$ cat src/rtl/joy_pkg.sv
// Shared types and default configuration for the joystick/button controller.
package joy_pkg;

    typedef enum logic [1:0] {
        IDLE   = 2'd0,
        HOLD   = 2'd1,
        ACTIVE = 2'd2
    } reset_state_t;

    localparam int          C_DEF_CHANNELS       = 12;
    localparam int          C_DEF_ACTIVE_LOW     = 1;
    localparam int          C_DEF_DEBOUNCE_BITS  = 16;
    localparam int          C_DEF_HOLD_BITS      = 24;
    localparam int          C_DEF_RESET_CH       = 11;
    localparam int          C_DEF_NMI_CH         = 10;
    localparam int          C_DEF_AUTOFIRE_BITS  = 20;
    localparam logic [31:0] C_DEF_AUTOFIRE_MASK  = 32'd0;

endpackage

$ cat src/rtl/joy_debounce.sv
// One input channel: two-flop synchronizer, stability counter, debounced
// state and one-cycle press/release pulses.
module joy_debounce #(
    parameter int C_active_low    = 1,
    parameter int C_debounce_bits = 16
) (
    input  logic clk,
    input  logic reset,
    input  logic in_raw,
    output logic out_stable,
    output logic out_press,
    output logic out_release
);

    logic                       r_sync1;
    logic                       r_sync2;
    logic                       r_stable;
    logic                       r_press;
    logic                       r_release;
    logic [C_debounce_bits-1:0] r_cnt;

    logic w_norm;
    logic w_differ;
    logic w_done;

    // Polarity is folded in ahead of the first flop so that the cleared
    // synchronizer reads as "not pressed".
    assign w_norm   = (C_active_low != 0) ? ~in_raw : in_raw;
    assign w_differ = (r_sync2 != r_stable);
    assign w_done   = w_differ && (r_cnt == '1);

    always_ff @(posedge clk or posedge reset) begin
        if (reset) begin
            r_sync1   <= 1'b0;
            r_sync2   <= 1'b0;
            r_stable  <= 1'b0;
            r_press   <= 1'b0;
            r_release <= 1'b0;
            r_cnt     <= '0;
        end else begin
            r_sync1   <= w_norm;
            r_sync2   <= r_sync1;
            r_press   <= w_done & r_sync2;
            r_release <= w_done & ~r_sync2;
            if (!w_differ) begin
                r_cnt <= '0;
            end else if (w_done) begin
                r_stable <= r_sync2;
                r_cnt    <= '0;
            end else begin
                r_cnt <= r_cnt + C_debounce_bits'(1);
            end
        end
    end

    assign out_stable  = r_stable;
    assign out_press   = r_press;
    assign out_release = r_release;

endmodule

$ cat src/rtl/joy_button_ctrl.sv
// Debounced button/joystick front end with long-press reset and NMI pulse.
// Optional autofire on selected channels is built when JOY_AUTOFIRE_EN is defined.
module joy_button_ctrl
    import joy_pkg::*;
#(
    parameter int          C_channels      = C_DEF_CHANNELS,
    parameter int          C_active_low    = C_DEF_ACTIVE_LOW,
    parameter int          C_debounce_bits = C_DEF_DEBOUNCE_BITS,
    parameter int          C_hold_bits     = C_DEF_HOLD_BITS,
    parameter int          C_reset_ch      = C_DEF_RESET_CH,
    parameter int          C_nmi_ch        = C_DEF_NMI_CH,
    parameter int          C_autofire_bits = C_DEF_AUTOFIRE_BITS,
    parameter logic [31:0] C_autofire_mask = C_DEF_AUTOFIRE_MASK
) (
    input  logic                  clk,
    input  logic                  reset,
    input  logic [C_channels-1:0] in_raw,
    output logic [C_channels-1:0] out_state,
    output logic [C_channels-1:0] out_press,
    output logic [C_channels-1:0] out_release,
    output logic                  out_reset,
    output logic                  out_nmi
);

    logic [C_channels-1:0] w_stable;
    logic [C_channels-1:0] w_press;
    logic [C_channels-1:0] w_release;

`ifdef JOY_AUTOFIRE_EN
    logic [C_autofire_bits-1:0] r_af_cnt;
    logic                       r_phase;

    always_ff @(posedge clk or posedge reset) begin
        if (reset) begin
            r_af_cnt <= '0;
            r_phase  <= 1'b0;
        end else begin
            r_af_cnt <= r_af_cnt + C_autofire_bits'(1);
            if (r_af_cnt == '1) begin
                r_phase <= ~r_phase;
            end
        end
    end
`endif

    for (genvar g = 0; g < C_channels; g++) begin : g_ch
        joy_debounce #(
            .C_active_low    (C_active_low),
            .C_debounce_bits (C_debounce_bits)
        ) u_deb (
            .clk         (clk),
            .reset       (reset),
            .in_raw      (in_raw[g]),
            .out_stable  (w_stable[g]),
            .out_press   (w_press[g]),
            .out_release (w_release[g])
        );

`ifdef JOY_AUTOFIRE_EN
        localparam bit C_AF = C_autofire_mask[g] && (g != C_reset_ch) && (g != C_nmi_ch);

        if (C_AF) begin : g_af
            // Gated state is re-registered so its edge pulses line up with it.
            logic r_af_state;
            logic r_af_press;
            logic r_af_release;
            logic w_af_next;

            assign w_af_next = w_stable[g] & r_phase;

            always_ff @(posedge clk or posedge reset) begin
                if (reset) begin
                    r_af_state   <= 1'b0;
                    r_af_press   <= 1'b0;
                    r_af_release <= 1'b0;
                end else begin
                    r_af_state   <= w_af_next;
                    r_af_press   <= w_af_next & ~r_af_state;
                    r_af_release <= ~w_af_next & r_af_state;
                end
            end

            assign out_state[g]   = r_af_state;
            assign out_press[g]   = r_af_press;
            assign out_release[g] = r_af_release;
        end else begin : g_plain
            assign out_state[g]   = w_stable[g];
            assign out_press[g]   = w_press[g];
            assign out_release[g] = w_release[g];
        end
`else
        assign out_state[g]   = w_stable[g];
        assign out_press[g]   = w_press[g];
        assign out_release[g] = w_release[g];
`endif
    end

    assign out_nmi = out_press[C_nmi_ch];

    reset_state_t           r_state;
    reset_state_t           w_state_next;
    logic [C_hold_bits-1:0] r_hcnt;
    logic [C_hold_bits-1:0] w_hcnt_next;

    always_ff @(posedge clk or posedge reset) begin
        if (reset) begin
            r_state <= IDLE;
            r_hcnt  <= '0;
        end else begin
            r_state <= w_state_next;
            r_hcnt  <= w_hcnt_next;
        end
    end

    // HOLD is entered one cycle after the press pulse, so the transition to
    // ACTIVE fires on the edge where the counter arrives at all-ones; this
    // puts out_reset exactly 2**C_hold_bits cycles after the press.
    always_comb begin
        w_state_next = r_state;
        w_hcnt_next  = r_hcnt;
        case (r_state)
            IDLE: begin
                if (w_press[C_reset_ch]) begin
                    w_state_next = HOLD;
                    w_hcnt_next  = '0;
                end
            end
            HOLD: begin
                if (w_release[C_reset_ch]) begin
                    w_state_next = IDLE;
                end else if (r_hcnt == '1) begin
                    w_state_next = ACTIVE;
                end else begin
                    if (r_hcnt == {{(C_hold_bits-1){1'b1}}, 1'b0}) begin
                        w_state_next = ACTIVE;
                    end
                    w_hcnt_next = r_hcnt + C_hold_bits'(1);
                end
            end
            ACTIVE: begin
                if (w_release[C_reset_ch]) begin
                    w_state_next = IDLE;
                end
            end
            default: begin
                w_state_next = IDLE;
                w_hcnt_next  = '0;
            end
        endcase
    end

    // Drop the request in the same cycle the release pulse is seen.
    assign out_reset = (r_state == ACTIVE) && !w_release[C_reset_ch];

endmodule

$ cat config.mk
export PLATFORM = sky130hd
export DESIGN_NAME = joy_button_ctrl
export DESIGN_NICKNAME = d
export VERILOG_FILES = /design/src/rtl/joy_pkg.sv /design/src/rtl/joy_debounce.sv /design/src/rtl/joy_button_ctrl.sv
export SDC_FILE = /design/constraint.sdc
export NUM_CORES = 1
export LEC_CHECK = 0
export CAP_MARGIN = 20
export CORE_UTILIZATION = 50
export CTS_CLUSTER_DIAMETER = 80
export CTS_CLUSTER_SIZE = 10
export DETAILED_ROUTE_END_ITERATION = 7
export GPL_ROUTABILITY_DRIVEN = 0
export PLACE_DENSITY_LB_ADDON = 0.12
export SLEW_MARGIN = 20
export SYNTH_ARGS = -nofsm -noshare
export SYNTH_HDL_FRONTEND = slang
export SYNTH_HIERARCHICAL = 1
export SYNTH_SLANG_ARGS = --single-unit
$ cat constraint.sdc
create_clock -name clk -period 2.1 [get_ports clk]
set_input_delay 0.42 -clock clk [delete_from_list [all_inputs] [get_ports clk]]
set_output_delay 0.42 -clock clk [all_outputs]
set_load 0.02 [all_outputs]
# Word-level counts from Yosys, hierarchy flattened
# Cells that the tools add are included.
# totals
reg_bits	278
in_bits	14
out_inout_bits	38
# op_classes
addsub	13
n_eq_ne	33
muxes	34
bitwise_logic	49
n_reduce_logical	29
# op_table
op	n
2-to-1 mux 16 bit	24
adder 16 x 1 -> 16 bit, second input constant	12
equality test 16 bit, second input constant	12
2-to-1 mux 24 bit	3
case mux 24 bit (3 select lines)	1
equality test 24 bit, second input constant	2
inverter 1 bit	25
adder 24 x 1 -> 24 bit, second input constant	1
AND 1 bit	24
AND reduction 2 bit	12
logical AND 1 bit	13
inequality test 1 bit	12
2-to-1 mux 2 bit	5
case mux 2 bit (3 select lines)	1
inequality test 2 x 1 -> 1 bit, second input constant	2
inequality test 2 bit, second input constant	2
inequality test 4 x 3 -> 1 bit, second input constant	1
AND reduction 4 bit	1
AND reduction 3 bit	1
equality test 2 x 1 -> 1 bit, second input constant	1
equality test 2 bit, second input constant	1
logical NOT 2 bit	1
logical NOT 1 bit	1

# Longest topological paths before layout
# Gate-level depths: netlist of the first run.
# logic_depth
ltp_word	5
ltp_mapped	7
mapped_depth_nobuf	6

# Cells and area by module
# Netlist of the first run, hierarchy kept.
# by_module_without_submodules
mod	n_inst	cells_each	area_each_um2
joy_debounce	12	91	953.4
joy_button_ctrl	1	180	1622.8

# Least setup slack after synthesis of the first run
# No wires, ideal clock.
# synth_timing
path_type	reg-to-reg
start	register r_hcnt[1]
end	register r_hcnt[20]
setup_ns	0.124
arrival_ns	1.678
t_required_ns	1.976
path_slack_ns	0.298
path_stages_with_launch	7
n_path_buf	0
synth_period_minus_slack_ns	1.802
cell_sequence	dfrtp_1 -> ha_1 -> nand3_2 -> nor4_4 -> and2b_1 -> a31oi_1 -> a211o_1
# synth_between
elab_chain_len	4
# synth_lines
element	line	text
start, declared	joy_button_ctrl.sv:102	logic [C_hold_bits-1:0] r_hcnt;
start signal, assigned	joy_button_ctrl.sv:111	r_hcnt <= w_hcnt_next;
adder 24 x 1 -> 24 bit	joy_button_ctrl.sv:137	w_hcnt_next = r_hcnt + C_hold_bits'(1);
2-to-1 mux 24 bit	joy_button_ctrl.sv:131	end else if (r_hcnt == '1) begin
2-to-1 mux 24 bit	joy_button_ctrl.sv:129	if (w_release[C_reset_ch]) begin
case mux 24 bit (3 select lines)	joy_button_ctrl.sv:121	case (r_state)
# Parallel ways exist; a longest one is shown, timed or not. The select of a mux whose other input is x is not followed.
# A chain may end at the register's enable or synchronous reset.

# Final worst setup path of the first run
# layout_timing
start	register g_ch[11].u_deb.r_release
end	output out_release[11]
# layout_rtl
element	line	text
start, declared	joy_debounce.sv:19	logic r_release;
start signal, assigned	joy_debounce.sv:44	r_release <= w_done & ~r_sync2;
end, declared	joy_button_ctrl.sv:20	output logic [C_channels-1:0] out_release,
# No word-level cell between the ends.

==> results of run 1 <==
timing repair:
item / CTS / global route
resized for setup: 2 / 6
setup endpoints to repair: 2 / 14
pin swaps: 0 / 0
state kept, by name, summed over array words and instances, names as in the netlist:
signal,cells
r_state,2
g_ch.u_deb/out_stable,12
g_ch.u_deb/out_press,12
r_hcnt,24
g_ch.u_deb/out_release,12
g_ch.u_deb/r_sync2,12
g_ch.u_deb/r_sync1,12
g_ch.u_deb/r_cnt,192
cell usage in the layout, fill, tap and decap left out, drive strengths merged, types with 11 or more instances in the layout:
| cell | synthesis | routed |
|---|---|---|
| a21oi | 30 | 30 |
| a31oi | 18 | 18 |
| and3b | 24 | 24 |
| buf | 21 | 48 |
| clkbuf | 1 | 33 |
| clkdlybuf4s50 | 0 | 47 |
| dfrtp | 278 | 278 |
| ha | 14 | 14 |
| inv | 81 | 81 |
| mux2 | 12 | 12 |
| nand2 | 66 | 66 |
| nand3 | 65 | 65 |
| nand4 | 68 | 68 |
| nor2 | 229 | 229 |
| nor3 | 38 | 38 |
| nor4 | 65 | 65 |
| o21ai | 11 | 11 |
| o31ai | 12 | 12 |
| or2 | 13 | 13 |
| or3 | 12 | 12 |
| or4 | 12 | 12 |
| xnor2 | 144 | 144 |
| xor2 | 24 | 24 |
cell type report:
cell class / instances / area, um^2 / area share (%)
tap: 330 / 413 / 2.75
sequential: 278 / 6960 / 46.4
timing repair buffer: 99 / 895 / 5.96
multi-input combinational: 891 / 5650 / 37.6
clock buffer: 32 / 790 / 5.26
inverter: 81 / 304 / 2.03
per-stage QoR:
| stage | util (%) | power (mW) | std cells | area (um^2) | hold slack (ps) |
|---|---|---|---|---|---|
| 3_5_place_dp | 56.0 | 5.99 | 1679 | 14200 | 335 |
| 6_report | 59.1 | 10.4 | 1711 | 15000 | 344 |
| 2_1_floorplan | - | 5.86 | 1272 | 13100 | 331 |
| 5_1_grt | 59.1 | 10.8 | 1711 | 15000 | 340 |
| 3_3_place_gp | 56.0 | 5.98 | 1679 | 14200 | 332 |
| 4_1_cts | 59.0 | 10.6 | 1711 | 15000 | 328 |
cells by family after synthesis:
| logic type | count (synthesis) | synth area share (%) |
|---|---|---|
| AOI/OAI and AO/OA | 93 | 5.00 |
| xor gates and xnor gates | 168 | 11.3 |
| adders and majority gates | 14 | 1.34 |
| buffers and inverters | 103 | 3.56 |
| DFF | 278 | 53.3 |
| muxes | 12 | 1.03 |
| and+or+nand+nor | 604 | 24.5 |
power by group:
| group | leakage [nW] | switching [mW] | total [mW] | internal (mW) |
|---|---|---|---|---|
| Clock | 0.389 | 1.89 | 4.49 | 2.60 |
| Sequential | 3.80 | 0.0939 | 5.54 | 5.44 |
| Combinational | 2.12 | 0.229 | 0.347 | 0.118 |
routing by layer:
metal  part of all wire [%]  vias up  global-route usage (%)
li1                       -     4605                       -
met1                     49     4350                    26.3
met2                     45      134                    29.4
met3                    3.9       30                    2.87
met4                    1.7        0                    5.01
met5                      0        -                       0
worst max-delay path by stage:
stage / endpoint / slack (ps) / cells after the start / start
6_report: out_release[11] / 80 / 1 / g_ch[11].u_deb/out_release
4_1_cts: out_state[8] / 2 / 1 / g_ch[8].u_deb/out_stable
2_1_floorplan: r_hcnt[20] / 300 / 6 / r_hcnt[1]
5_1_grt: r_hcnt[10] / 7 / 6 / r_hcnt[10]
3_3_place_gp: r_hcnt[9] / 250 / 6 / r_hcnt[15]
3_5_place_dp: r_hcnt[9] / 170 / 6 / r_hcnt[15]
==> impl_results.html, run 1 <==
<table>
<tr><th>Metric</th><th>Value</th></tr>
<tr><th colspan="2">Status</th></tr>
<tr><td>Outcome</td><td>complete, no violations</td></tr>
<tr><th colspan="2">Drt</th></tr>
<tr><td>Total Wirelength</td><td>23.5 mm</td></tr>
<tr><td>Post-detailed-route DRC marker count</td><td>0</td></tr>
<tr><td>Per-cell routed wire length</td><td>13.7 um</td></tr>
<tr><td>First-pass DRT Iterations</td><td>5</td></tr>
<tr><td>Post-detailed-route count of antenna-violating nets</td><td>0</td></tr>
<tr><td>Routed vias</td><td>9,119</td></tr>
<tr><td>Per-cell via count in the routed design</td><td>5.33</td></tr>
<tr><td>Detailed Route Iter0 Violations</td><td>between 500 and 600</td></tr>
<tr><th colspan="2">Global routing</th></tr>
<tr><td>Via count of the first global-routing pass</td><td>8,874</td></tr>
<tr><td>Pin count of the biggest net entering global routing</td><td>27</td></tr>
<tr><td>Overall Global Routing Usage</td><td>approximately 18%</td></tr>
<tr><td>Wire length of the first global-routing pass</td><td>41.1 mm</td></tr>
<tr><td>Antenna violations before repair</td><td>0</td></tr>
<tr><td>Final global-route overflow total</td><td>0</td></tr>
<tr><th colspan="2">Clock network</th></tr>
<tr><td>Postcts setup bufs</td><td>0</td></tr>
<tr><td>Number of buffers inserted during clock tree synthesis</td><td>31</td></tr>
<tr><td>H-tree depth</td><td>1</td></tr>
<tr><td>Buffer depth of the longest clock path</td><td>3</td></tr>
<tr><td>TritonCTS clock tree</td><td>built</td></tr>
<tr><td>Count of hold buffers inserted by post-cts repair</td><td>0</td></tr>
<tr><td>Clk Tree Root Cell</td><td>sky130_fd_sc_hd__clkbuf_16</td></tr>
<tr><td>Clock-pin slew on the worst setup and hold paths</td><td>~60 ps</td></tr>
<tr><td>TritonCTS sink count</td><td>278</td></tr>
<tr><td>Clock network latency to the later pin of the worst-skew pair</td><td>540 ps</td></tr>
<tr><th colspan="2">Timing</th></tr>
<tr><td>Final hold violation count</td><td>0</td></tr>
<tr><td>Relative slew slack</td><td>62.5%</td></tr>
<tr><td>Upper clock frequency limit</td><td>~0.49 GHz</td></tr>
<tr><td>Portion of the clock cycle consumed by the worst path in the final layout</td><td>between 90% and 100%</td></tr>
<tr><td>Total negative slack</td><td>0 ps</td></tr>
<tr><td>Least-Margin Pin Slew</td><td>558 ps</td></tr>
<tr><td>Final setup violation count</td><td>0</td></tr>
<tr><td>Post-route worst setup slack</td><td>76.5 ps</td></tr>
<tr><td>Time the final worst path needs with I/O delays and setup</td><td>2020 ps</td></tr>
<tr><td>Max Slew Vio Count</td><td>0</td></tr>
<tr><td>Clock skew</td><td>20.0 ps</td></tr>
<tr><td>RSZ-0062 raised after global routing</td><td>no</td></tr>
<tr><th colspan="2">Setup path</th></tr>
<tr><td>Critical-path cell list</td><td>clkdlybuf4s50_1</td></tr>
<tr><td>Type of the worst setup path</td><td>flip-flop to output pin</td></tr>
<tr><td>Endpoint kind of the worst setup timing path</td><td>output pin</td></tr>
<tr><td>Setup slack, reg-to-reg</td><td>roughly 150 ps</td></tr>
<tr><td>Data required time at the worst endpoint</td><td>about 1700 ps</td></tr>
<tr><td>Startpoint class of the critical path</td><td>flip-flop</td></tr>
<tr><td>Endpoint of the most critical register-to-register path</td><td>r_hcnt[10]</td></tr>
<tr><td>Data arrival time at the worst-slack endpoint</td><td>1600 ps</td></tr>
<tr><td>R2r startpoint</td><td>r_hcnt[15]</td></tr>
<tr><td>Library cell contributing the largest single delay on the critical path</td><td>sky130_fd_sc_hd__clkdlybuf4s50_1</td></tr>
<tr><td>Max incr delay on CP</td><td>640 ps</td></tr>
<tr><td>Cell class contributing the biggest share of worst-path delay</td><td>buffers and inverters</td></tr>
<tr><td>Crit path max fanout</td><td>5</td></tr>
<tr><td>Worst reg-to-reg path cell count</td><td>6</td></tr>
<tr><td>Count of buffering cells on the critical path with inverters included</td><td>1</td></tr>
<tr><th colspan="2">Final layout</th></tr>
<tr><td>N_diodes</td><td>0</td></tr>
<tr><td>Layout cell share with drive strength beyond 1</td><td>11.9%</td></tr>
<tr><td>FILL cells</td><td>2,212</td></tr>
<tr><td>Area Overhead vs Synth</td><td>14.9%</td></tr>
<tr><td>Layout net count</td><td>approximately 1,400</td></tr>
<tr><th colspan="2">Die</th></tr>
<tr><td>Die boundary height</td><td>164 um</td></tr>
<tr><td>Boundary pin count</td><td>52</td></tr>
<tr><td>Core footprint</td><td>25,400 um^2</td></tr>
<tr><td>Die ar.</td><td>26,800 um^2</td></tr>
<tr><td>DIE WIDTH</td><td>164 um</td></tr>
<tr><td>Number of core rows</td><td>58</td></tr>
<tr><td>Effective utilization at floorplan</td><td>51.4%</td></tr>
<tr><th colspan="2">Min path</th></tr>
<tr><td>WHS Endpoint</td><td>g_ch[10].u_deb/r_sync2</td></tr>
<tr><td>Hold Path Stages</td><td>0</td></tr>
<tr><td>HP Start</td><td>g_ch[10].u_deb/r_sync1</td></tr>
<tr><td>Hold WC Path Type</td><td>flip-flop to flip-flop</td></tr>
<tr><th colspan="2">Placement</th></tr>
<tr><td>Number of buffers inserted by port buffering</td><td>51</td></tr>
<tr><td>Final HPWL from detailed placement</td><td>15.9 mm</td></tr>
<tr><td>Dpl ws</td><td>169 ps</td></tr>
<tr><th colspan="2">Logic synthesis</th></tr>
<tr><td>Number of unique standard cell types used by synthesis</td><td>50</td></tr>
<tr><td>Average cell area after synthesis</td><td>10.3 um^2</td></tr>
<tr><td>Proportion of register bits with asynchronous set or reset after synthesis</td><td>100%</td></tr>
<tr><td>Post-synthesis instance area</td><td>approximately 13,000 um^2</td></tr>
<tr><td>Most common cell in the netlist</td><td>sky130_fd_sc_hd__dfrtp_1</td></tr>
<tr><td>Area share of the largest cell type after synthesis</td><td>53.3%</td></tr>
<tr><td>Number of flip-flops and latches in the synthesized netlist</td><td>278</td></tr>
<tr><td>Primary FF master, synth</td><td>sky130_fd_sc_hd__dfrtp_1</td></tr>
<tr><td>Post-synthesis net count</td><td>1,300</td></tr>
<tr><td>Sequential fraction of the synthesis area</td><td>53.3%</td></tr>
<tr><td>Biggest area contributors in the synthesized netlist</td><td>sky130_fd_sc_hd__dfrtp_1 53%, sky130_fd_sc_hd__xnor2_1 9.7%, sky130_fd_sc_hd__nor2_1 6.6%</td></tr>
<tr><td>Leading area contributor after synthesis</td><td>sky130_fd_sc_hd__dfrtp_1</td></tr>
<tr><td>Synthesized instance count</td><td>approximately 1,300</td></tr>
<tr><td>Number of flops mapped to enable cells by yosys</td><td>0</td></tr>
<tr><td>Most frequent cells after synthesis</td><td>278 x sky130_fd_sc_hd__dfrtp_1, 229 x sky130_fd_sc_hd__nor2_1, 144 x sky130_fd_sc_hd__xnor2_1, 81 x sky130_fd_sc_hd__inv_1, 64 x sky130_fd_sc_hd__nand3_1</td></tr>
<tr><td>Count of yosys warnings during synthesis</td><td>6</td></tr>
<tr><th colspan="2">Power</th></tr>
<tr><td>Maximum resistive drop on vdd</td><td>0.000609 V</td></tr>
<tr><td>Power per standard cell area</td><td>691 nW/um^2</td></tr>
<tr><td>Leakage component of the power</td><td>6.30 nW</td></tr>
<tr><th colspan="2">Flow run</th></tr>
<tr><td>Number of maximum-capacitance constraint violations</td><td>0</td></tr>
</table>
No activity file was read; power rests on OpenSTA's default activity.
==> run 2: changes to the inputs <==
- CORE_UTILIZATION: 50 -> 61
- SKIP_CTS_REPAIR_TIMING: default -> 1
==> run 2 against run 1 <==
  * Total power up 0.87%
  * Setup slack worse by 24 ps
  * Final area about the same
  * Register-to-register slack worse by 30 ps
  * Clock skew up 1.7 ps
  * Non-clock buffer count up 2
  * Critical path type unchanged
==> impl_results.html, run 2 (same netlist as run 1, synthesis figures left out) <==
<table>
<tr><th>Metric</th><th>Value</th></tr>
<tr><th colspan="2">Global routing</th></tr>
<tr><td>Grt peak-use layer</td><td>met2</td></tr>
<tr><td>Overall Global Routing Usage</td><td>22.5%</td></tr>
<tr><td>Pin count of the biggest net entering global routing</td><td>27</td></tr>
<tr><td>GRT met2 Usage</td><td>about 38%</td></tr>
<tr><td>Via count of the first global-routing pass</td><td>approximately 9,000</td></tr>
<tr><td>Met1 Usage GRT</td><td>30.9%</td></tr>
<tr><td>Antenna violations before repair</td><td>0</td></tr>
<tr><td>Wire length of the first global-routing pass</td><td>41.3 mm</td></tr>
<tr><td>Met3 layer usage reported by global route</td><td>~3.3%</td></tr>
<tr><td>Final global-route overflow total</td><td>0</td></tr>
<tr><th colspan="2">Timing</th></tr>
<tr><td>Time the final worst path needs with I/O delays and setup</td><td>2050 ps</td></tr>
<tr><td>Relative slew slack</td><td>62.4%</td></tr>
<tr><td>Total negative slack</td><td>0 ps</td></tr>
<tr><td>Final setup violation count</td><td>0</td></tr>
<tr><td>RSZ-0062 raised after global routing</td><td>no</td></tr>
<tr><td>Max Slew Vio Count</td><td>0</td></tr>
<tr><td>Upper clock frequency limit</td><td>0.488 GHz</td></tr>
<tr><td>Clock skew</td><td>21.7 ps</td></tr>
<tr><td>Least-Margin Pin Slew</td><td>559 ps</td></tr>
<tr><td>Post-route worst setup slack</td><td>52.3 ps</td></tr>
<tr><td>Final hold violation count</td><td>0</td></tr>
<tr><td>Portion of the clock cycle consumed by the worst path in the final layout</td><td>between 90% and 100%</td></tr>
<tr><td>Hold_ws</td><td>329 ps</td></tr>
<tr><th colspan="2">Final layout</th></tr>
<tr><td>Layout net count</td><td>1,412</td></tr>
<tr><td>Final std cell area, no fill</td><td>15,000 um^2</td></tr>
<tr><td>Layout cell share with drive strength beyond 1</td><td>approximately an eighth</td></tr>
<tr><td>Area Overhead vs Synth</td><td>14.9%</td></tr>
<tr><td>Core utilization of the finished layout</td><td>between 70% and 80%</td></tr>
<tr><td>Commonest non-fill, non-tap cells in the layout</td><td>278 x sky130_fd_sc_hd__dfrtp_1, 229 x sky130_fd_sc_hd__nor2_1, 144 x sky130_fd_sc_hd__xnor2_1</td></tr>
<tr><td>Final Instance Count excl. Fillers</td><td>around 1,700</td></tr>
<tr><td>Number of flip-flops in the largest register</td><td>192</td></tr>
<tr><td>FILL cells</td><td>1,553</td></tr>
<tr><td>Top reg by flops</td><td>g_ch.u_deb/r_cnt</td></tr>
<tr><td>Biggest regs</td><td>g_ch.u_deb/r_cnt (192), r_hcnt (24)</td></tr>
<tr><td>N_diodes</td><td>0</td></tr>
<tr><td>Most common cell after layout, fill and taps aside</td><td>sky130_fd_sc_hd__dfrtp_1</td></tr>
<tr><th colspan="2">Clock network</th></tr>
<tr><td>Clock network latency to the later pin of the worst-skew pair</td><td>570 ps</td></tr>
<tr><td>Buffer depth of the longest clock path</td><td>3</td></tr>
<tr><td>Clk Tree Root Cell</td><td>sky130_fd_sc_hd__clkbuf_16</td></tr>
<tr><td>TritonCTS clock tree</td><td>built</td></tr>
<tr><td>Number of buffers inserted during clock tree synthesis</td><td>31</td></tr>
<tr><td>Clock-pin slew on the worst setup and hold paths</td><td>60 ps</td></tr>
<tr><td>TritonCTS sink count</td><td>278</td></tr>
<tr><td>H-tree depth</td><td>1</td></tr>
<tr><th colspan="2">Setup path</th></tr>
<tr><td>Endpoint kind of the worst setup timing path</td><td>output pin</td></tr>
<tr><td>Count of buffering cells on the critical path with inverters included</td><td>1</td></tr>
<tr><td>Type of the worst setup path</td><td>flip-flop to output pin</td></tr>
<tr><td>Max incr delay on CP</td><td>640 ps</td></tr>
<tr><td>Worst reg-to-reg path cell count</td><td>8</td></tr>
<tr><td>Library cell contributing the largest single delay on the critical path</td><td>sky130_fd_sc_hd__clkdlybuf4s50_1</td></tr>
<tr><td>Cell class contributing the biggest share of worst-path delay</td><td>buffers and inverters</td></tr>
<tr><td>Crit path max fanout</td><td>3</td></tr>
<tr><td>Data required time at the worst endpoint</td><td>1680 ps</td></tr>
<tr><td>Data arrival time at the worst-slack endpoint</td><td>1630 ps</td></tr>
<tr><td>Critical-path cell list</td><td>clkdlybuf4s50_1</td></tr>
<tr><td>Critical Path Stages</td><td>1</td></tr>
<tr><td>Startpoint class of the critical path</td><td>flip-flop</td></tr>
<tr><th colspan="2">Power</th></tr>
<tr><td>Relative contribution of the clock network to total power</td><td>~44%</td></tr>
<tr><td>Power per standard cell area</td><td>697 nW/um^2</td></tr>
<tr><td>Total power</td><td>10.5 mW</td></tr>
<tr><td>Power share of the combinational group</td><td>3.4%</td></tr>
<tr><td>Sequential share of power</td><td>52.9%</td></tr>
<tr><td>Net Sw Power</td><td>between 2 and 2.5 mW</td></tr>
<tr><td>Design internal power</td><td>slightly above 8 mW</td></tr>
<tr><td>Switching share of power</td><td>21.7%</td></tr>
<tr><td>Maximum resistive drop on vdd</td><td>0.000789 V</td></tr>
<tr><td>Leakage component of the power</td><td>roughly 6.4 nW</td></tr>
<tr><th colspan="2">Min path</th></tr>
<tr><td>Hold Path Stages</td><td>2</td></tr>
<tr><td>Hold WC Path Type</td><td>input pin to flip-flop</td></tr>
<tr><th colspan="2">Placement</th></tr>
<tr><td>Number of buffers inserted by port buffering</td><td>51</td></tr>
<tr><td>Dpl ws</td><td>between 80 and 90 ps</td></tr>
<tr><td>Final HPWL from detailed placement</td><td>15.7 mm</td></tr>
<tr><td>Cell count after placement</td><td>1,626</td></tr>
<tr><td>Placement-stage cell area</td><td>14,200 um^2</td></tr>
<tr><th colspan="2">Die</th></tr>
<tr><td>Die ar.</td><td>22,000 um^2</td></tr>
<tr><td>Die boundary height</td><td>148 um</td></tr>
<tr><td>Number of core rows</td><td>53</td></tr>
<tr><td>Boundary pin count</td><td>52</td></tr>
<tr><td>Effective utilization at floorplan</td><td>62.1%</td></tr>
<tr><td>DIE WIDTH</td><td>148 um</td></tr>
<tr><td>Core footprint</td><td>roughly 21,000 um^2</td></tr>
<tr><th colspan="2">Drt</th></tr>
<tr><td>Post-detailed-route count of antenna-violating nets</td><td>0</td></tr>
<tr><td>Post-detailed-route DRC marker count</td><td>0</td></tr>
<tr><td>Routed vias</td><td>9,199</td></tr>
<tr><td>First-pass DRT Iterations</td><td>5</td></tr>
<tr><td>Per-cell via count in the routed design</td><td>around 5.5</td></tr>
<tr><td>Detailed Route Iter0 Violations</td><td>roughly 410</td></tr>
<tr><td>Per-cell routed wire length</td><td>14.1 um</td></tr>
<tr><td>Total Wirelength</td><td>23.4 mm</td></tr>
<tr><th colspan="2">Flow run</th></tr>
<tr><td>Number of maximum-capacitance constraint violations</td><td>0</td></tr>
<tr><th colspan="2">Status</th></tr>
<tr><td>Outcome</td><td>complete, no violations</td></tr>
</table>
[run 2: changes by cell type in the layout (fill, tap and decap cells not counted), sizes merged]
cell and change:
buf +2, clkbuf -1, clkdlybuf4s50 -1, dlygate4sd2 -1, dlymetal6s2s +3, inv +1
[run 2: cell type report]
cell class	count	area, um^2	share of cell area [%]
clock inverters	1	20.0	0.133
clock buffers	32	790	5.26
repair buffers	101	936	6.23
well taps	275	344	2.29
flip-flops and latches	278	6960	46.3
inverters	81	304	2.03
multi-input cells	891	5660	37.7
[run 2: worst reg2reg max path: stages (launching register included)]
cell                      delay (ps)
sky130_fd_sc_hd__dfrtp_1         410
sky130_fd_sc_hd__ha_1            280
sky130_fd_sc_hd__nand3_2         110
sky130_fd_sc_hd__nor2_1          250
sky130_fd_sc_hd__buf_4           180
sky130_fd_sc_hd__a31o_2          190
sky130_fd_sc_hd__a21oi_2          70
sky130_fd_sc_hd__buf_4           200
sky130_fd_sc_hd__a31oi_1         210
[run 2: worst paths after layout]
check                      slack [ps]                      end                startpoint
setup / recovery                   50            out_press[11]  g_ch[11].u_deb/out_press
hold / removal                    330    g_ch[4].u_deb/r_sync1                 in_raw[4]
setup reg to reg                  120                r_hcnt[6]                 r_hcnt[0]
hold reg to reg                   350    g_ch[6].u_deb/r_sync2     g_ch[6].u_deb/r_sync1
max in group asynchronous        1360               r_hcnt[22]                     reset
min in group asynchronous         390  g_ch[8].u_deb/r_cnt[14]                     reset
[run 2: metal layers]
layer	vias up	routed length, um
met5	-	0
met4	0	445
met3	38	946
met2	148	11200
met1	4392	10800
li1	4621	-
[run 2: power by group through the flow]
| stage | sequential, mW | combinational, mW | clock (mW) |
|---|---|---|---|
| CTS | 5.53 | 0.367 | 4.71 |
| global placement | 5.62 | 0.358 | 0 |
| floorplan | 5.61 | 0.252 | 0 |
| global route | 5.55 | 0.418 | 4.93 |
| detailed placement | 5.63 | 0.364 | 0 |
| finish | 5.53 | 0.351 | 4.57 |
